## config.mk

```make
export PLATFORM = sky130hd
export DESIGN_NAME = ovl_fire_collector_flat
export DESIGN_NICKNAME = d
export VERILOG_FILES = /design/src/rtl/ovl_fabric_pkg.sv /design/src/rtl/ovl_fire_collector_if.sv /design/src/rtl/ovl_evt_fifo.sv /design/src/rtl/ovl_fire_collector.sv /design/src/flat_wrapper.sv
export SDC_FILE = /design/constraint.sdc
export NUM_CORES = 1
export LEC_CHECK = 0
export BUFFER_PORTS_ARGS = -buffer_cell sky130_fd_sc_hd__buf_2
export CORE_MARGIN = 3
export CORE_UTILIZATION = 50
export CTS_CLUSTER_DIAMETER = 100
export DETAILED_ROUTE_END_ITERATION = 10
export PLACE_DENSITY = 0.71
export SKIP_LAST_GASP = 1
export SLEW_MARGIN = 20
export SYNTH_ARGS = -nofsm -noshare
export SYNTH_HDL_FRONTEND = slang
export SYNTH_SLANG_ARGS = --single-unit
```

## constraint.sdc

```tcl
create_clock -name clk -period 7.03 [get_ports clk]
set_clock_uncertainty 0.1 [all_clocks]
set_input_delay 0.703 -clock clk [delete_from_list [all_inputs] [get_ports clk]]
set_output_delay 0.703 -clock clk [all_outputs]
set_load 0.01 [all_outputs]
```

## src/rtl/ovl_fabric_pkg.sv

```systemverilog
// Shared types and default widths for the assertion-checker fabric.
package ovl_fabric_pkg;

  localparam int OVL_NUM_CHK    = 8;
  localparam int OVL_ID_WIDTH   = 3;
  localparam int OVL_TS_WIDTH   = 16;
  localparam int OVL_FIFO_DEPTH = 4;

  typedef enum logic [1:0] {
    DISABLED = 2'd0,
    ARMED    = 2'd1,
    DRAIN    = 2'd2
  } ovl_state_e;

  // Event record field widths follow the fabric defaults; collector
  // instances must use matching ID_WIDTH/TS_WIDTH.
  typedef struct packed {
    logic [OVL_ID_WIDTH-1:0] id;
    logic [OVL_TS_WIDTH-1:0] ts;
  } ovl_evt_t;

endpackage

```

## src/rtl/ovl_fire_collector_if.sv

```systemverilog
// Event record handshake toward the exception/debug unit.
interface ovl_fire_collector_if #(
  parameter int ID_WIDTH = 3,
  parameter int TS_WIDTH = 16
);
  logic                evt_valid;
  logic                evt_ready;
  logic [ID_WIDTH-1:0] evt_id;
  logic [TS_WIDTH-1:0] evt_ts;

  modport master (output evt_valid, output evt_id, output evt_ts, input evt_ready);
  modport slave  (input evt_valid, input evt_id, input evt_ts, output evt_ready);
endinterface

```

## src/rtl/ovl_evt_fifo.sv

```systemverilog
// Show-ahead event FIFO; the head record is presented whenever not empty.
module ovl_evt_fifo
  import ovl_fabric_pkg::*;
#(
  parameter int FIFO_DEPTH = OVL_FIFO_DEPTH
) (
  input  logic     clk,
  input  logic     rst,
  input  logic     push,
  input  ovl_evt_t push_data,
  input  logic     pop,
  output ovl_evt_t head,
  output logic     full,
  output logic     empty
);
  localparam int PTR_W = $clog2(FIFO_DEPTH);

  ovl_evt_t         mem [FIFO_DEPTH];
  logic [PTR_W-1:0] wr_ptr;
  logic [PTR_W-1:0] rd_ptr;
  logic [PTR_W:0]   count;
  logic             do_push;
  logic             do_pop;

  // Full is taken from the registered count, so a same-cycle pop never
  // frees space for a push.
  assign full    = (count == (PTR_W+1)'(FIFO_DEPTH));
  assign empty   = (count == '0);
  assign do_push = push && !full;
  assign do_pop  = pop && !empty;
  assign head    = empty ? '0 : mem[rd_ptr];

  // Pointer and occupancy bookkeeping; reset discards all entries.
  always_ff @(posedge clk or negedge rst) begin
    if (!rst) begin
      wr_ptr <= '0;
      rd_ptr <= '0;
      count  <= '0;
    end else begin
      if (do_push) wr_ptr <= wr_ptr + 1'b1;
      if (do_pop)  rd_ptr <= rd_ptr + 1'b1;
      case ({do_push, do_pop})
        2'b10:   count <= count + 1'b1;
        2'b01:   count <= count - 1'b1;
        default: count <= count;
      endcase
    end
  end

  // Record storage; contents are meaningless until counted in.
  always_ff @(posedge clk) begin
    if (do_push) mem[wr_ptr] <= push_data;
  end

endmodule

```

## src/rtl/ovl_fire_collector.sv

```systemverilog
// Collects qualified checker fires into pending bits, arbitrates them into
// an event FIFO of {id, timestamp} records and keeps sticky status / irq.
module ovl_fire_collector
  import ovl_fabric_pkg::*;
#(
  parameter int NUM_CHK    = OVL_NUM_CHK,
  parameter int ID_WIDTH   = OVL_ID_WIDTH,
  parameter int TS_WIDTH   = OVL_TS_WIDTH,
  parameter int FIFO_DEPTH = OVL_FIFO_DEPTH
) (
  input  logic                clk,
  input  logic                rst,
  input  logic                enable,
  input  logic                config_invalid,
  input  logic [NUM_CHK-1:0]  fire_in,
  input  logic [NUM_CHK-1:0]  clear_sticky,
  ovl_fire_collector_if.master evt,
  output logic [NUM_CHK-1:0]  sticky,
  output logic                irq,
  output logic [7:0]          coalesce_cnt,
  output logic                busy
);

  function automatic logic [7:0] sat_add8(input logic [7:0] a, input logic [4:0] b);
    logic [8:0] sum;
    sum = {1'b0, a} + {4'b0000, b};
    return sum[8] ? 8'hFF : sum[7:0];
  endfunction

  ovl_state_e          state;
  ovl_state_e          state_nxt;
  logic [TS_WIDTH-1:0] ts_cnt;
  logic [NUM_CHK-1:0]  pending;
  logic [NUM_CHK-1:0]  qf;
  logic [NUM_CHK-1:0]  push_mask;
  logic [NUM_CHK-1:0]  coal_hits;
  logic [ID_WIDTH-1:0] push_idx;
  logic [4:0]          coal_num;
  logic                push_any;
  logic                push;
  logic                pop;
  logic                fifo_full;
  logic                fifo_empty;
  ovl_evt_t            push_rec;
  ovl_evt_t            head_rec;

  assign qf        = (state == ARMED && !config_invalid) ? fire_in : '0;
  assign push      = push_any && !fifo_full;
  assign push_mask = push ? (NUM_CHK'(1) << push_idx) : '0;
  // A fire on the bit being pushed this cycle is a fresh event, not a merge.
  assign coal_hits = qf & pending & ~push_mask;
  assign push_rec  = '{id: push_idx, ts: ts_cnt};
  assign pop       = evt.evt_valid && evt.evt_ready;
  assign busy      = (state != DISABLED);

  assign evt.evt_valid = !fifo_empty;
  assign evt.evt_id    = head_rec.id;
  assign evt.evt_ts    = head_rec.ts;

  // Lowest-index pending bit wins the single push slot.
  always_comb begin
    push_any = 1'b0;
    push_idx = '0;
    for (int i = NUM_CHK - 1; i >= 0; i--) begin
      if (pending[i]) begin
        push_any = 1'b1;
        push_idx = ID_WIDTH'(i);
      end
    end
  end

  // Number of fires merged into already-pending bits this cycle.
  always_comb begin
    coal_num = '0;
    for (int i = 0; i < NUM_CHK; i++) begin
      coal_num = coal_num + {4'b0000, coal_hits[i]};
    end
  end

  // Collector mode: DRAIN keeps pushing pending bits until none remain.
  always_comb begin
    state_nxt = state;
    unique case (state)
      DISABLED: if (enable) state_nxt = ARMED;
      ARMED:    if (!enable) state_nxt = DRAIN;
      DRAIN: begin
        if (enable)               state_nxt = ARMED;
        else if (pending == '0)   state_nxt = DISABLED;
      end
      default: state_nxt = DISABLED;
    endcase
  end

  // State register and free-running timestamp.
  always_ff @(posedge clk or negedge rst) begin
    if (!rst) begin
      state  <= DISABLED;
      ts_cnt <= '0;
    end else begin
      state  <= state_nxt;
      ts_cnt <= ts_cnt + 1'b1;
    end
  end

  // Pending capture, sticky status, irq and coalesce counting.
  always_ff @(posedge clk or negedge rst) begin
    if (!rst) begin
      pending      <= '0;
      sticky       <= '0;
      irq          <= 1'b0;
      coalesce_cnt <= '0;
    end else begin
      pending      <= (pending & ~push_mask) | qf;
      sticky       <= (sticky & ~clear_sticky) | qf;
      irq          <= |sticky;
      coalesce_cnt <= sat_add8(coalesce_cnt, coal_num);
    end
  end

  ovl_evt_fifo #(.FIFO_DEPTH(FIFO_DEPTH)) u_fifo (
    .clk       (clk),
    .rst       (rst),
    .push      (push),
    .push_data (push_rec),
    .pop       (pop),
    .head      (head_rec),
    .full      (fifo_full),
    .empty     (fifo_empty)
  );

endmodule

```

## src/flat_wrapper.sv

```systemverilog
// flat-port wrapper written by rule: the top's interface ports become plain ports
module ovl_fire_collector_flat import ovl_fabric_pkg::*;
#(
  parameter int NUM_CHK    = OVL_NUM_CHK,
  parameter int ID_WIDTH   = OVL_ID_WIDTH,
  parameter int TS_WIDTH   = OVL_TS_WIDTH,
  parameter int FIFO_DEPTH = OVL_FIFO_DEPTH
)
  (clk, rst, enable, config_invalid, fire_in, clear_sticky, sticky, irq, coalesce_cnt, busy, evt_evt_valid, evt_evt_id, evt_evt_ts, evt_evt_ready);
  ovl_fire_collector_if #(.ID_WIDTH(ID_WIDTH), .TS_WIDTH(TS_WIDTH)) evt_i ();
  input  logic clk;
  input  logic rst;
  input  logic enable;
  input  logic config_invalid;
  input  logic [NUM_CHK-1:0] fire_in;
  input  logic [NUM_CHK-1:0] clear_sticky;
  output logic [NUM_CHK-1:0] sticky;
  output logic irq;
  output logic [7:0] coalesce_cnt;
  output logic busy;
  output wire logic [$bits(evt_i.evt_valid)-1:0] evt_evt_valid;
  output wire logic [$bits(evt_i.evt_id)-1:0] evt_evt_id;
  output wire logic [$bits(evt_i.evt_ts)-1:0] evt_evt_ts;
  input wire logic [$bits(evt_i.evt_ready)-1:0] evt_evt_ready;
  assign evt_evt_valid = evt_i.evt_valid;
  assign evt_evt_id = evt_i.evt_id;
  assign evt_evt_ts = evt_i.evt_ts;
  assign evt_i.evt_ready = evt_evt_ready;
  ovl_fire_collector #(.NUM_CHK(NUM_CHK), .ID_WIDTH(ID_WIDTH), .TS_WIDTH(TS_WIDTH), .FIFO_DEPTH(FIFO_DEPTH)) u_core (.clk(clk), .rst(rst), .enable(enable), .config_invalid(config_invalid), .fire_in(fire_in), .clear_sticky(clear_sticky), .evt(evt_i), .sticky(sticky), .irq(irq), .coalesce_cnt(coalesce_cnt), .busy(busy));
endmodule
```

==> results summary, run 1 <==
Input and output buffers added on the ports amount to a little under 60. The final design utilization is 0.614. The count of max-cap constraint violations is 0. The number of max-slew violations in the final report came out at 0. The summed negative setup slack over all endpoints came out at 0 ps.

The share of synthesized registers carrying an async set or reset is 0.397. The worst setup slack after placement is 1780 ps. The cell-internal power is ~1900 µW. The number of H-tree branching levels came out at 4. The remaining global-route overflow is 0. The area of the mapped netlist came out at about 5400 µm². The initial detailed-routing violation count came out at roughly 140. The number of standard cells after synthesis came out at between 300 and 400. The ratio of cells with drive above 1 in the final layout is 0.260.

The die is about 110 µm wide. The fraction of power spent switching nets is 0.308. The critical path in this run is classified as flip-flop to flip-flop. In this run, post-CTS hold repair placed 0 buffers. The worst hold slack came out at a little over 200 ps. After detailed routing, the average wire length per cell comes to around 16 µm. The number of endpoints with negative hold slack in the final report was 0.

The standard cell core area came out at between 10,000 and 15,000 µm². The share of the synthesized area in the top cell type came out at 0.423. The post-route fraction of the period consumed by the critical path came out at 0.740.

By area the synthesized netlist is led by sky130_fd_sc_hd__edfxtp_1 (42%), sky130_fd_sc_hd__dfrtp_1 (23%), sky130_fd_sc_hd__mux4_2 (7.9%). The number of buffers inserted during clock tree synthesis is 17. The number of global-route vias before repair is 3,099. The area enclosed by the die boundary came out at ~12,000 µm². The worst-path maximum fanout is 8. Of the total power, registers draw 0.425. Summed over all nets, the switching power comes to about 860 µW. In this run the tightest slew margin relative to its limit is 0.309. The most common cell in the synthesized netlist is sky130_fd_sc_hd__edfxtp_1. The layout overhead on the synthesized area is 18.4%. The total of warnings raised by yosys came out at 0.

The maximum achievable frequency came out at about 0.19 GHz. The total power per unit cell area came out at between 400 and 500 nW/µm². The remaining number of nets flagged by the antenna check after routing is 0. At the worst endpoint, the arrival time is roughly 5500 ps. Routability-driven placement finished with a final weighted congestion of a little over 0.8. The count of instances resized after the clock tree is built is 0. Using the TritonRoute via totals, the vias-per-cell ratio works out to just over 5.

The flow ran to the end, and the final reports show no timing, DRC or antenna violations. After detailed routing, the number of remaining DRC violations is 0. Synthesis inferred around 130 register bits. The number of distinct library cells after synthesis came out at 42.

The number of nets in the final layout came out at roughly 480. The share of power burned in the clock network is 0.277. STA classifies the critical path startpoint as a flip-flop. From bottom edge to top edge, the die measures ~110 µm.

The clock root buffer master is sky130_fd_sc_hd__clkbuf_8. The total number of vias came out at approximately 3,100. The setup slack of the critical path after layout came out at about 1800 ps. The buffer count from post-CTS setup fixing is 0.

The path class of the tightest hold or removal check is input port to async pin. TritonCTS built the clock tree. The number of enable flip-flop cells after synthesis is 76.

Setup violations remaining at the end of the flow were counted as 0. Of all cell types, the one taking the most synthesized area is sky130_fd_sc_hd__edfxtp_1. The pin slew with the least headroom to its limit is 1040 ps. Setup repair after global routing left no endpoint under its margin. The required time of the critical path is roughly 7300 ps.

Across every metal layer, demand over resource in global routing totals 0.171. The worst setup path is captured at a flip-flop. The average instance area after synthesis came out at about 15 µm². The largest net degree at the start of global routing is 51.

Row generation in the floorplan step produced 37 rows. The insertion delay to the later sink of the worst-skew pair is roughly 500 ps. The wire length after detailed routing came out at roughly 9.3 mm. By count the netlist is led by sky130_fd_sc_hd__edfxtp_1 (76), sky130_fd_sc_hd__dfrtp_1 (50), sky130_fd_sc_hd__nand2_1 (34). The most used flip-flop cell after synthesis is sky130_fd_sc_hd__edfxtp_1.

Before antenna repair, the detailed router went through 4 iterations. The leakage dissipation came out at between 0.002 and 0.003 µW. The I/O pin count is approximately 60. The clock sink count is between 100 and 150. The sum of net half-perimeters after detailed placement came out at a little over 6 mm. Clock-pin slew was measured on the worst setup and hold paths at ~60 ps. The power share of the combinational group is 0.298. The worst-case vdd ir drop is 0.195 mV. The final antenna diode count came out at 0. The initial core utilization is 0.519. The largest buffer count on any clock path came out at 2.

The part of the Yosys area used for sequential elements came out at 0.654. The number of nets handed over by synthesis was between 400 and 500. The shortest period the worst path allows is approximately 5200 ps. The global-route wire length before repair came out at about 15 mm. The number of antenna violations at the first check in global routing was 1.
## cell families after synthesis
family / count (synthesis) / synth area share
AO/OA/AOI/OAI: 34 / 0.0396
XOR/XNOR: 22 / 0.0357
adder cells (fa/ha/maj): 19 / 0.0524
buffers and inverters: 32 / 0.0227
flip-flops: 126 / 0.654
multiplexers: 20 / 0.0813
AND/OR/NAND/NOR: 118 / 0.114
## worst max-delay path, cell delays in order (launching register included)
cell	delay, ps
sky130_fd_sc_hd__dfrtp_1	450
sky130_fd_sc_hd__or4_4	550
sky130_fd_sc_hd__or4b_4	520
sky130_fd_sc_hd__o21ai_2	150
sky130_fd_sc_hd__or2_1	130
sky130_fd_sc_hd__fa_1	440
sky130_fd_sc_hd__fa_1	520
sky130_fd_sc_hd__fa_1	460
sky130_fd_sc_hd__fa_1	490
sky130_fd_sc_hd__fa_1	440
sky130_fd_sc_hd__nand2b_1	170
sky130_fd_sc_hd__o2bb2ai_1	190
sky130_fd_sc_hd__nor2_1	140
sky130_fd_sc_hd__mux2_2	330
## cells in the final DEF, fill, tap and decap left out, drive strengths merged, types with 2 or more instances in the layout
cell	synthesis	layout
o21a	2	2
inv	26	28
o21ai	19	19
nand2	34	34
nor2	19	19
and2	24	24
buf	2	60
nor4	5	5
a21oi	4	4
nand3	7	7
clkbuf	4	23
dfrtp	50	50
clkinvlp	0	2
a21boi	2	2
or2	7	7
fa	6	6
clkinv	0	5
ha	13	13
xnor2	12	12
mux4	19	19
xor2	10	10
nand2b	7	7
edfxtp	76	76
nor3b	2	2
nand4	3	3
or3	2	2
## metal layers
metal,vias to the layer above,wire [µm],track usage
li1,1479,-,-
met4,2,120,0.0810
met2,75,4660,0.279
met5,-,13,0
met3,10,466,0.0505
met1,1489,4030,0.207
## sequential cells by signal, summed over array words and instances (netlist names)
name	cells
u_core.ts_cnt	16
u_core.u_fifo.count	3
u_core.pending	8
u_core.u_fifo.wr_ptr	2
u_core.sticky	8
u_core.u_fifo.rd_ptr	2
u_core.coalesce_cnt	8
u_core.irq	1
u_core.u_fifo.mem	76
u_core.state	2
## cell type report
class                      count  area (µm²)
multi-input combinational    213        1750
fill                         762        4020
sequential                   126        3530
clock buffer                  23         489
clock inverter                 9        56.3
tap                          136         170
timing repair buffer          60         305
inverter                      26        97.6
## per-stage QoR
stage / cells / total power, µW / cell area (µm²)
global route: 593 / 2980 / 6400
detailed placement: 561 / 2060 / 5850
floorplan: 371 / 1760 / 5400
finish: 593 / 2800 / 6400
CTS: 593 / 2850 / 6400
global placement: 561 / 2020 / 5850
## power by group through the flow
stage | Combinational (µW) | Sequential [µW] | Clock, µW
5_1_grt | 937 | 1210 | 829
2_1_floorplan | 607 | 1150 | 0
3_5_place_dp | 852 | 1200 | 0
3_3_place_gp | 833 | 1190 | 0
6_report | 833 | 1190 | 776
4_1_cts | 857 | 1190 | 797
## final timing paths
kind | from | to | slack, ps | cells after the start
worst max-delay path | u_core.pending[2]$_DFF_PN0_ | u_core.coalesce_cnt[6]$_DFF_PN0_ | 1830 | 13
worst min-delay path | rst | u_core.ts_cnt[13]$_DFF_PN0_ | 200 | 2
worst max register to register | u_core.pending[2]$_DFF_PN0_ | u_core.coalesce_cnt[6]$_DFF_PN0_ | 1830 | 13
worst min register to register | u_core.state[0]$_DFFE_PN0P_ | u_core.state[0]$_DFFE_PN0P_ | 400 | 1
max in group asynchronous | rst | u_core.pending[6]$_DFF_PN0_ | 6180 | 2
min in group clk | clear_sticky[2] | u_core.sticky[2]$_DFF_PN0_ | 270 | 2
Power figures use the tool's default switching activity.
==> inputs of run 2 (changes only) <==
--- a/config.mk
+++ b/config.mk
@@ -5,12 +5,13 @@
 export SDC_FILE = /design/constraint.sdc
 export NUM_CORES = 1
 export LEC_CHECK = 0
+export ABC_AREA = 1
 export BUFFER_PORTS_ARGS = -buffer_cell sky130_fd_sc_hd__buf_2
 export CORE_MARGIN = 3
 export CORE_UTILIZATION = 50
 export CTS_CLUSTER_DIAMETER = 100
 export DETAILED_ROUTE_END_ITERATION = 10
-export PLACE_DENSITY = 0.71
+export PLACE_DENSITY = 0.7
 export SKIP_LAST_GASP = 1
 export SLEW_MARGIN = 20
 export SYNTH_ARGS = -nofsm -noshare
==> constraint.sdc (replaced) <==
create_clock -name clk -period 5.2 [get_ports clk]
set_clock_uncertainty 0.1 [all_clocks]
set_input_delay 0.52 -clock clk [delete_from_list [all_inputs] [get_ports clk]]
set_output_delay 0.52 -clock clk [all_outputs]
set_load 0.01 [all_outputs]
==> results summary, run 2 <==
The run finished with clean final reports. The tightest min-delay check is of the input port to async pin type. The post-route fraction of the period consumed by the critical path is 0.904 (+0.164). The number of antenna violations at the first check in global routing came out at 0 (-1). The layout overhead on the synthesized area came out at 18.4% (about the same). The row count came to 38 (+2.7%). Ranked by instance count, the synthesized netlist is headed by sky130_fd_sc_hd__nor2_1 (96), sky130_fd_sc_hd__edfxtp_1 (76), sky130_fd_sc_hd__nand2_1 (66).

The remaining routing DRC violations was 0 (unchanged). The buffer count from post-CTS setup fixing is 0 (unchanged). The routed wirelength normalized by instance count was 14.7 µm (-5.9%). The routability congestion estimate from global placement is 0.807 (-2.6%). Leaving out fill and tap cells, the most frequent cell in the layout is sky130_fd_sc_hd__nor2_1. The destination of the critical timing path is u_core.coalesce_cnt[6]$_DFF_PN0_.

The synthesized netlist net count is 574 (+40%). The most critical setup path has its startpoint at u_core.pending[3]$_DFF_PN0_. The final antenna diode count came out at 0 (unchanged). The endpoint identified for the worst register-to-register timing path is u_core.coalesce_cnt[6]$_DFF_PN0_. The peak per-stage delay on the critical path is 520 ps (-30 ps). The initial detailed-routing violation count is 178 (+32%). The area of the mapped netlist is 5670 µm² (+5.0%).

The count of max-cap constraint violations came out at 0 (unchanged). The number of enable flip-flop cells after synthesis came out at 76 (unchanged). The clock transition time at the flip-flop clock pins of the worst setup and hold paths is 50 ps (about the same).

The number of nets in the final layout is 643 (+33%). The number of synthesized register bits came out at 126 (unchanged). The total power per unit cell area came to 621 nW/µm² (+42%). In this run the critical register-to-register path is launched from u_core.pending[3]$_DFF_PN0_. The maximum achievable frequency is 0.213 GHz (+11%).

The critical path arrival came out at 4890 ps (-600 ps). The sort of element at the end of the critical path is a flip-flop. The largest buffer count on any clock path is 2 (unchanged). The port buffer count came out at 58 (unchanged). The ratio of cells with drive above 1 in the final layout came out at 0.195 (-0.0656). The die width came out at 113 µm (+2.3%). TritonCTS built the clock tree. Setup repair after global routing left no endpoint under its margin. The register with the most flip-flops in the final layout is u_core.u_fifo.mem. The clock root buffer master is sky130_fd_sc_hd__clkbuf_16. The number of filler cells placed in the layout came to 882 (+16%). By instance count, the cell type seen most on the critical path is sky130_fd_sc_hd__fa_1. Walking the worst path, the cells encountered are nor2_4 -> inv_2 -> nor2_8 -> inv_2 -> nand2_1 -> o21ai_0 -> nor2_1 -> ha_1 -> inv_1 -> fa_1 -> fa_1 -> fa_1 -> fa_1 -> fa_1 -> o21ai_1 -> nand2_1 -> nor3_1 -> nor2_1. The number of H-tree branching levels is 4 (unchanged). The count of endpoints failing setup in the final report is 0 (unchanged).

The summed negative setup slack over all endpoints was 0 ps (unchanged). The remaining number of nets flagged by the antenna check after routing is 0 (unchanged). The remaining global-route overflow was 0 (unchanged). The number of distinct library cells after synthesis came out at 34 (-19%). The via density per instance came out at 5.05 (-2.0%).

The count of instances resized after the clock tree is built came out at 0 (unchanged). The worst-case vdd ir drop was 0.274 mV (+41%). The total of warnings raised by yosys came out at 0 (unchanged).

The number of standard cells after synthesis is 534 (+44%). The number of buffers inserted during clock tree synthesis is 17 (unchanged). The sum of net half-perimeters after detailed placement came out at 7.02 mm (+13%). In the layout the commonest cells are sky130_fd_sc_hd__nor2_1 (96), sky130_fd_sc_hd__edfxtp_1 (76), sky130_fd_sc_hd__nand2_1 (66). The total power came out at 4170 µW (+49%). The number of max-slew violations in the final report is 0 (unchanged). The number of detailed-route iterations in the first pass is 4 (unchanged). The die height is 113 µm (+2.3%).

The total number of vias is 3,818 (+25%). The tightest slew margin relative to the limit is 0.291 (-0.0177). By area the synthesized netlist is led by sky130_fd_sc_hd__edfxtp_1 (40%), sky130_fd_sc_hd__dfrtp_1 (22%), sky130_fd_sc_hd__nor2_1 (6.4%). The wire length after detailed routing is 11.1 mm (+20%). The average instance area after synthesis came to 10.6 µm² (-27%). The slowest stage of the critical path belongs to the cell sky130_fd_sc_hd__fa_1. The I/O pin count came out at 59 (unchanged).

The area enclosed by the die boundary came out at 12,700 µm² (+4.7%). The reg-to-reg setup timing slack is 500 ps (-1330 ps). The largest net degree at the start of global routing is 51 (unchanged). The total global-route track usage is 0.191 (+0.0203). The sort of element at the start of the critical path is a flip-flop.

The number of endpoints with negative hold slack in the final report was 0 (unchanged). The largest registers in the layout are u_core.u_fifo.mem: 76 flops, u_core.ts_cnt: 16 flops. The standard cell core area is 11,000 µm² (+5.4%). The insertion delay to the later sink of the worst-skew pair came out at 400 ps (-100 ps).

The leakage dissipation was 0.00297 µW (+11%). The flip-flop count of the largest register after layout came to 76 (unchanged). The required time of the critical path was 5390 ps (-1930 ps). The worst-path maximum fanout is 5 (-3). The number of hold-repair buffers added at the cts stage came to 0 (unchanged). The shortest period the worst path allows came out at 4700 ps (-503 ps). The share of the synthesized area in the top cell type came to 0.402 (-0.0202). The share of synthesized registers carrying an async set or reset was 0.397 (unchanged). Summed over all instances, the cell type with the most area after synthesis is sky130_fd_sc_hd__edfxtp_1. The clock sink count came out at 126 (unchanged). The number of global-route vias before repair was 3,926 (+27%). The most common cell in the synthesized netlist is sky130_fd_sc_hd__nor2_1. The global-route wire length before repair is 18.7 mm (+25%).

The category of the critical setup timing path is flip-flop to flip-flop. The cell depth of the worst flop-to-flop path is 18 (+5). The primary flip-flop cell chosen by synthesis mapping is sky130_fd_sc_hd__edfxtp_1. The initial core utilization is 0.517 (-0.00204). The pin slew with the least headroom to its limit is 1060 ps (+25.3 ps). The part of the Yosys area used for sequential elements was 0.623 (-0.0313). The storage element area is 3530 µm² (unchanged).

The area of the multi-input gates came to 1830 µm² (+4.9%).
-- run 2: worst min path at each step --
stage                                 from                          endpoint  slack, ps  cells past startpoint
2_1_floorplan                          rst  u_core.coalesce_cnt[0]$_DFF_PN0_        120                      0
3_3_place_gp   u_core.state[0]$_DFFE_PN0P_       u_core.state[0]$_DFFE_PN0P_        380                      1
3_5_place_dp   u_core.state[0]$_DFFE_PN0P_       u_core.state[0]$_DFFE_PN0P_        400                      1
4_1_cts                                rst  u_core.coalesce_cnt[2]$_DFF_PN0_        150                      2
5_1_grt                                rst  u_core.coalesce_cnt[3]$_DFF_PN0_        160                      2
6_report                               rst  u_core.coalesce_cnt[5]$_DFF_PN0_        130                      2
-- run 2: kinds of logic after synthesis --
kind of cell / share of synthesized area
flops: 0.623
compound gates: 0.0765
buf+inv: 0.0551
simple gates: 0.166
fa+ha+maj: 0.0498
xor+xnor: 0.0293
-- run 2: layout make-up --
cell class | instances | share of cell area
multi-input cells | 328 | 0.273
clock inverters | 8 | 0.0169
flip-flops and latches | 126 | 0.526
clock buffers | 24 | 0.0704
inverters | 64 | 0.0358
well taps | 140 | 0.0261
repair buffers | 66 | 0.0522
-- run 2: per-stage QoR --
stage / hold slack, ps / cell area, µm² / setup slack (ps) / instances / util
after global placement: 382 / 6130 / 584 / 724 / 0.558
final: 128 / 6720 / 500 / 756 / 0.612
after global routing: 164 / 6720 / 78.1 / 756 / 0.612
after floorplan: 124 / 5670 / 777 / 534 / -
after CTS: 145 / 6720 / 473 / 756 / 0.612
after detailed placement: 395 / 6130 / 493 / 724 / 0.558
-- run 2: where the power goes --
part	leakage [µW]	internal [µW]	switching, µW
clock network	0.000289	777	396
registers	0.00136	1440	159
logic	0.00131	481	921
-- run 2: worst max-delay path: cells and delay by family, from the launching register on --
kind                       cells  cell delay (ps)
AOI/OAI and AO/OA              2              400
buffers and inverters          3              210
adders and majority gates      6             2590
DFF                            1              430
and+or+nand+nor                7              840
-- run 2: routing by layer --
metal  wire (µm)  part of all wire  global-route usage
met2        5610              0.50               0.325
met3         705             0.063              0.0544
met1        4720              0.42               0.232
met5           0                 0                   0
met4         110            0.0099              0.0721
==> inputs of run 3 (changes only) <==
--- a/config.mk
+++ b/config.mk
@@ -7,11 +7,13 @@
 export LEC_CHECK = 0
 export ABC_AREA = 1
 export BUFFER_PORTS_ARGS = -buffer_cell sky130_fd_sc_hd__buf_2
+export CELL_PAD_IN_SITES_DETAIL_PLACEMENT = 1
+export CELL_PAD_IN_SITES_GLOBAL_PLACEMENT = 1
 export CORE_MARGIN = 3
-export CORE_UTILIZATION = 50
+export CORE_UTILIZATION = 46
 export CTS_CLUSTER_DIAMETER = 100
 export DETAILED_ROUTE_END_ITERATION = 10
-export PLACE_DENSITY = 0.7
+export PLACE_DENSITY = 0.8
 export SKIP_LAST_GASP = 1
 export SLEW_MARGIN = 20
 export SYNTH_ARGS = -nofsm -noshare
==> results summary, run 3 (same netlist as run 2, synthesis figures left out) <==
The run finished with clean final reports. The total number of vias came out at 4,002 (+4.8%). The standard cell core area came to 11,700 µm² (+6.6%). The post-placement cell area came to 6130 µm² (about the same). The startpoint identified for the worst register-to-register timing path is u_core.u_fifo.count[1]$_DFFE_PN0P_. The number of max-slew violations in the final report came out at 0 (unchanged). STA classifies the critical path endpoint as a flip-flop. Setup repair after global routing left no endpoint under its margin. The maximum achievable frequency is 0.213 GHz (about the same).

The remaining routing DRC violations came out at 0 (unchanged). The number of global-route vias before repair came out at 4,446 (+13%). The clock transition time at the flip-flop clock pins of the worst setup and hold paths is 50 ps (about the same). The number of filler cells placed in the layout is 1,278 (+45%).

The summed negative setup slack over all endpoints came to 0 ps (unchanged). The count of instances resized after the clock tree is built came out at 0 (unchanged). The sum of net half-perimeters after detailed placement came out at 8.62 mm (+23%).

STA classifies the critical path startpoint as a flip-flop. The routability congestion estimate from global placement came out at 0.780 (-3.3%). CTS placed an instance of sky130_fd_sc_hd__clkbuf_16 at the clock tree root. The I/O pin count came out at 59 (unchanged).

The remaining global-route overflow came out at 0 (unchanged). The critical path goes through inv_1 -> nand3_1 -> nand2_1 -> o21ai_0 -> nor2_1 -> ha_1 -> inv_1 -> fa_1 -> fa_1 -> fa_1 -> fa_1 -> fa_1 -> o21ai_1 -> nand3_1 -> nand3_1. The initial core utilization came out at 0.484 (-0.0321).

The wire length after detailed routing is 13.3 mm (+19%). The library cell used most frequently in the layout, excluding fill and tap cells, is sky130_fd_sc_hd__nor2_1. The number of endpoints with negative hold slack in the final report came out at 0 (unchanged). The storage element area came out at 3530 µm² (unchanged). The number of buffers inserted during clock tree synthesis came out at 17 (unchanged). The die height is 117 µm (+4.0%). The global-route wire length before repair came out at 22.1 mm (+18%). The library cells used most frequently in the layout, excluding fill and tap cells, are sky130_fd_sc_hd__nor2_1 (96), sky130_fd_sc_hd__edfxtp_1 (76), sky130_fd_sc_hd__nand2_1 (66).

The count of max-cap constraint violations is 0 (unchanged). The die width is 117 µm (+4.0%). The layout overhead on the synthesized area is 18.0%. In this run the worst setup path begins at u_core.u_fifo.count[1]$_DFFE_PN0P_.

The count of endpoints failing setup in the final report is 0 (unchanged). The clock sink count is 126 (unchanged). The peak per-stage delay on the critical path came out at 520 ps (about the same).

The number of hold-repair buffers added at the cts stage was 0 (unchanged). The largest buffer count on any clock path is 2 (unchanged). The worst-case vdd ir drop came out at 0.265 mV (-3.0%). The required time of the critical path is 5440 ps (+50 ps). The total global-route track usage is 0.216 (+0.0254). The share of power burned in the clock network is 0.266 (-0.015).

By instance count, the cell type seen most on the critical path is sky130_fd_sc_hd__fa_1. The port buffer count came out at 58 (unchanged). The largest net degree at the start of global routing came out at 51 (unchanged). The largest register by flop count is u_core.u_fifo.mem. The path class of the tightest hold or removal check is input port to async pin. The remaining number of nets flagged by the antenna check after routing came out at 0 (unchanged). The critical path arrival came out at 4940 ps (+50 ps).

The leakage dissipation is 0.00294 µW (-0.71%). The worst setup slack after placement is 467 ps (-25.7 ps). The cell-internal power is 2620 µW (-2.9%). The area of the multi-input gates is 1830 µm² (unchanged). The portion of total power attributed to sequential cells is 0.386 (+0.003). The insertion delay to the later sink of the worst-skew pair came out at 410 ps (about the same). The worst-path maximum fanout was 5 (unchanged). The fraction of power spent switching nets is 0.373 (+0.0192). The setup slack of the critical path after layout is 500 ps (+0.0990 ps). The largest registers in the layout are u_core.u_fifo.mem: 76 flops, u_core.ts_cnt: 16 flops. The number of nets in the final layout came out at 643 (unchanged). Among all stages on the critical path, the largest delay is contributed by sky130_fd_sc_hd__fa_1. The net switching power of the design came to 1560 µW (+5.5%). The ratio of cells with drive above 1 in the final layout came out at 0.200 (+0.00487). The via density per instance is 5.27 (+4.4%). The final cell area excluding filler cells came to 6690 µm² (-0.39%). The tightest slew margin relative to the limit is 0.296 (+0.00440). The area enclosed by the die boundary is 13,700 µm² (+8.2%). The number of antenna violations at the first check in global routing is 0 (unchanged). The number of H-tree branching levels is 4 (unchanged). The post-route fraction of the period consumed by the critical path is 0.904 (about the same).

TritonCTS built the clock tree. The flip-flop count of the largest register after layout came out at 76 (unchanged). The total power per unit cell area is 624 nW/µm² (+0.45%). The pin slew with the least headroom to its limit came out at 1060 ps (-6.60 ps).

The final design utilization is 0.571 (-0.0403). The power share of the combinational group was 0.348 (+0.012). The critical path is of the flip-flop to flip-flop type. The initial detailed-routing violation count came out at 316 (+78%). The routed wirelength normalized by instance count came out at 17.5 µm (+19%). The worst hold slack is 143 ps (+14.9 ps). The number of detailed-route iterations in the first pass came to 4 (unchanged). The final antenna diode count is 0 (unchanged). The row count came out at 39 (+2.6%). The shortest period the worst path allows is 4700 ps (-0.0990 ps). The buffer count from post-CTS setup fixing is 0 (unchanged).
run 3: layout make-up:
class | count | share of cell area
Sequential cell | 126 | 0.528
Multi-Input combinational cell | 328 | 0.274
Clock buffer | 19 | 0.0647
Timing Repair Buffer | 66 | 0.0524
Inverter | 64 | 0.0359
Tap cell | 143 | 0.0267
Clock inverter | 13 | 0.0185
run 3: metrics by stage:
step / power (µW) / cells
after floorplan: 2540 / 534
after global placement: 2970 / 727
after detailed placement: 3090 / 727
after CTS: 4230 / 759
after global routing: 4470 / 759
final: 4180 / 759
run 3: path summary, 6_finish.rpt:
check                      slack [ps]                            endpoint  cells after the start
setup / recovery                  500    u_core.coalesce_cnt[2]$_DFF_PN0_                     15
hold / removal                    140    u_core.coalesce_cnt[2]$_DFF_PN0_                      2
setup reg to reg                  500    u_core.coalesce_cnt[2]$_DFF_PN0_                     15
hold reg to reg                   400                u_core.irq$_DFF_PN0_                      2
max in group asynchronous        4400  u_core.u_fifo.count[1]$_DFFE_PN0P_                      2
min in group clk                  180          u_core.sticky[5]$_DFF_PN0_                      2
run 3: metal layers:
layer / track usage / vias up / part of all wire
li1: - / 1901 / -
met1: 0.249 / 1994 / 0.40
met2: 0.393 / 90 / 0.54
met3: 0.0473 / 17 / 0.040
met4: 0.0803 / 0 / 0.015
met5: 0 / - / 0
run 3: critical path: cells and delay by family (launching register included):
kind | cells | cell delay (ps)
and+or+nand+nor | 5 | 780
buffers and inverters | 2 | 150
DFF | 1 | 400
adders and majority gates | 6 | 2690
AOI/OAI and AO/OA | 2 | 520
run 3: power groups by stage:
stage               sequential (µW)  clock (µW)  combinational (µW)
floorplan                      1570           0                 969
global placement               1600           0                1370
detailed placement             1630           0                1460
CTS                            1610        1130                1480
global route                   1650        1190                1640
finish                         1610        1110                1450
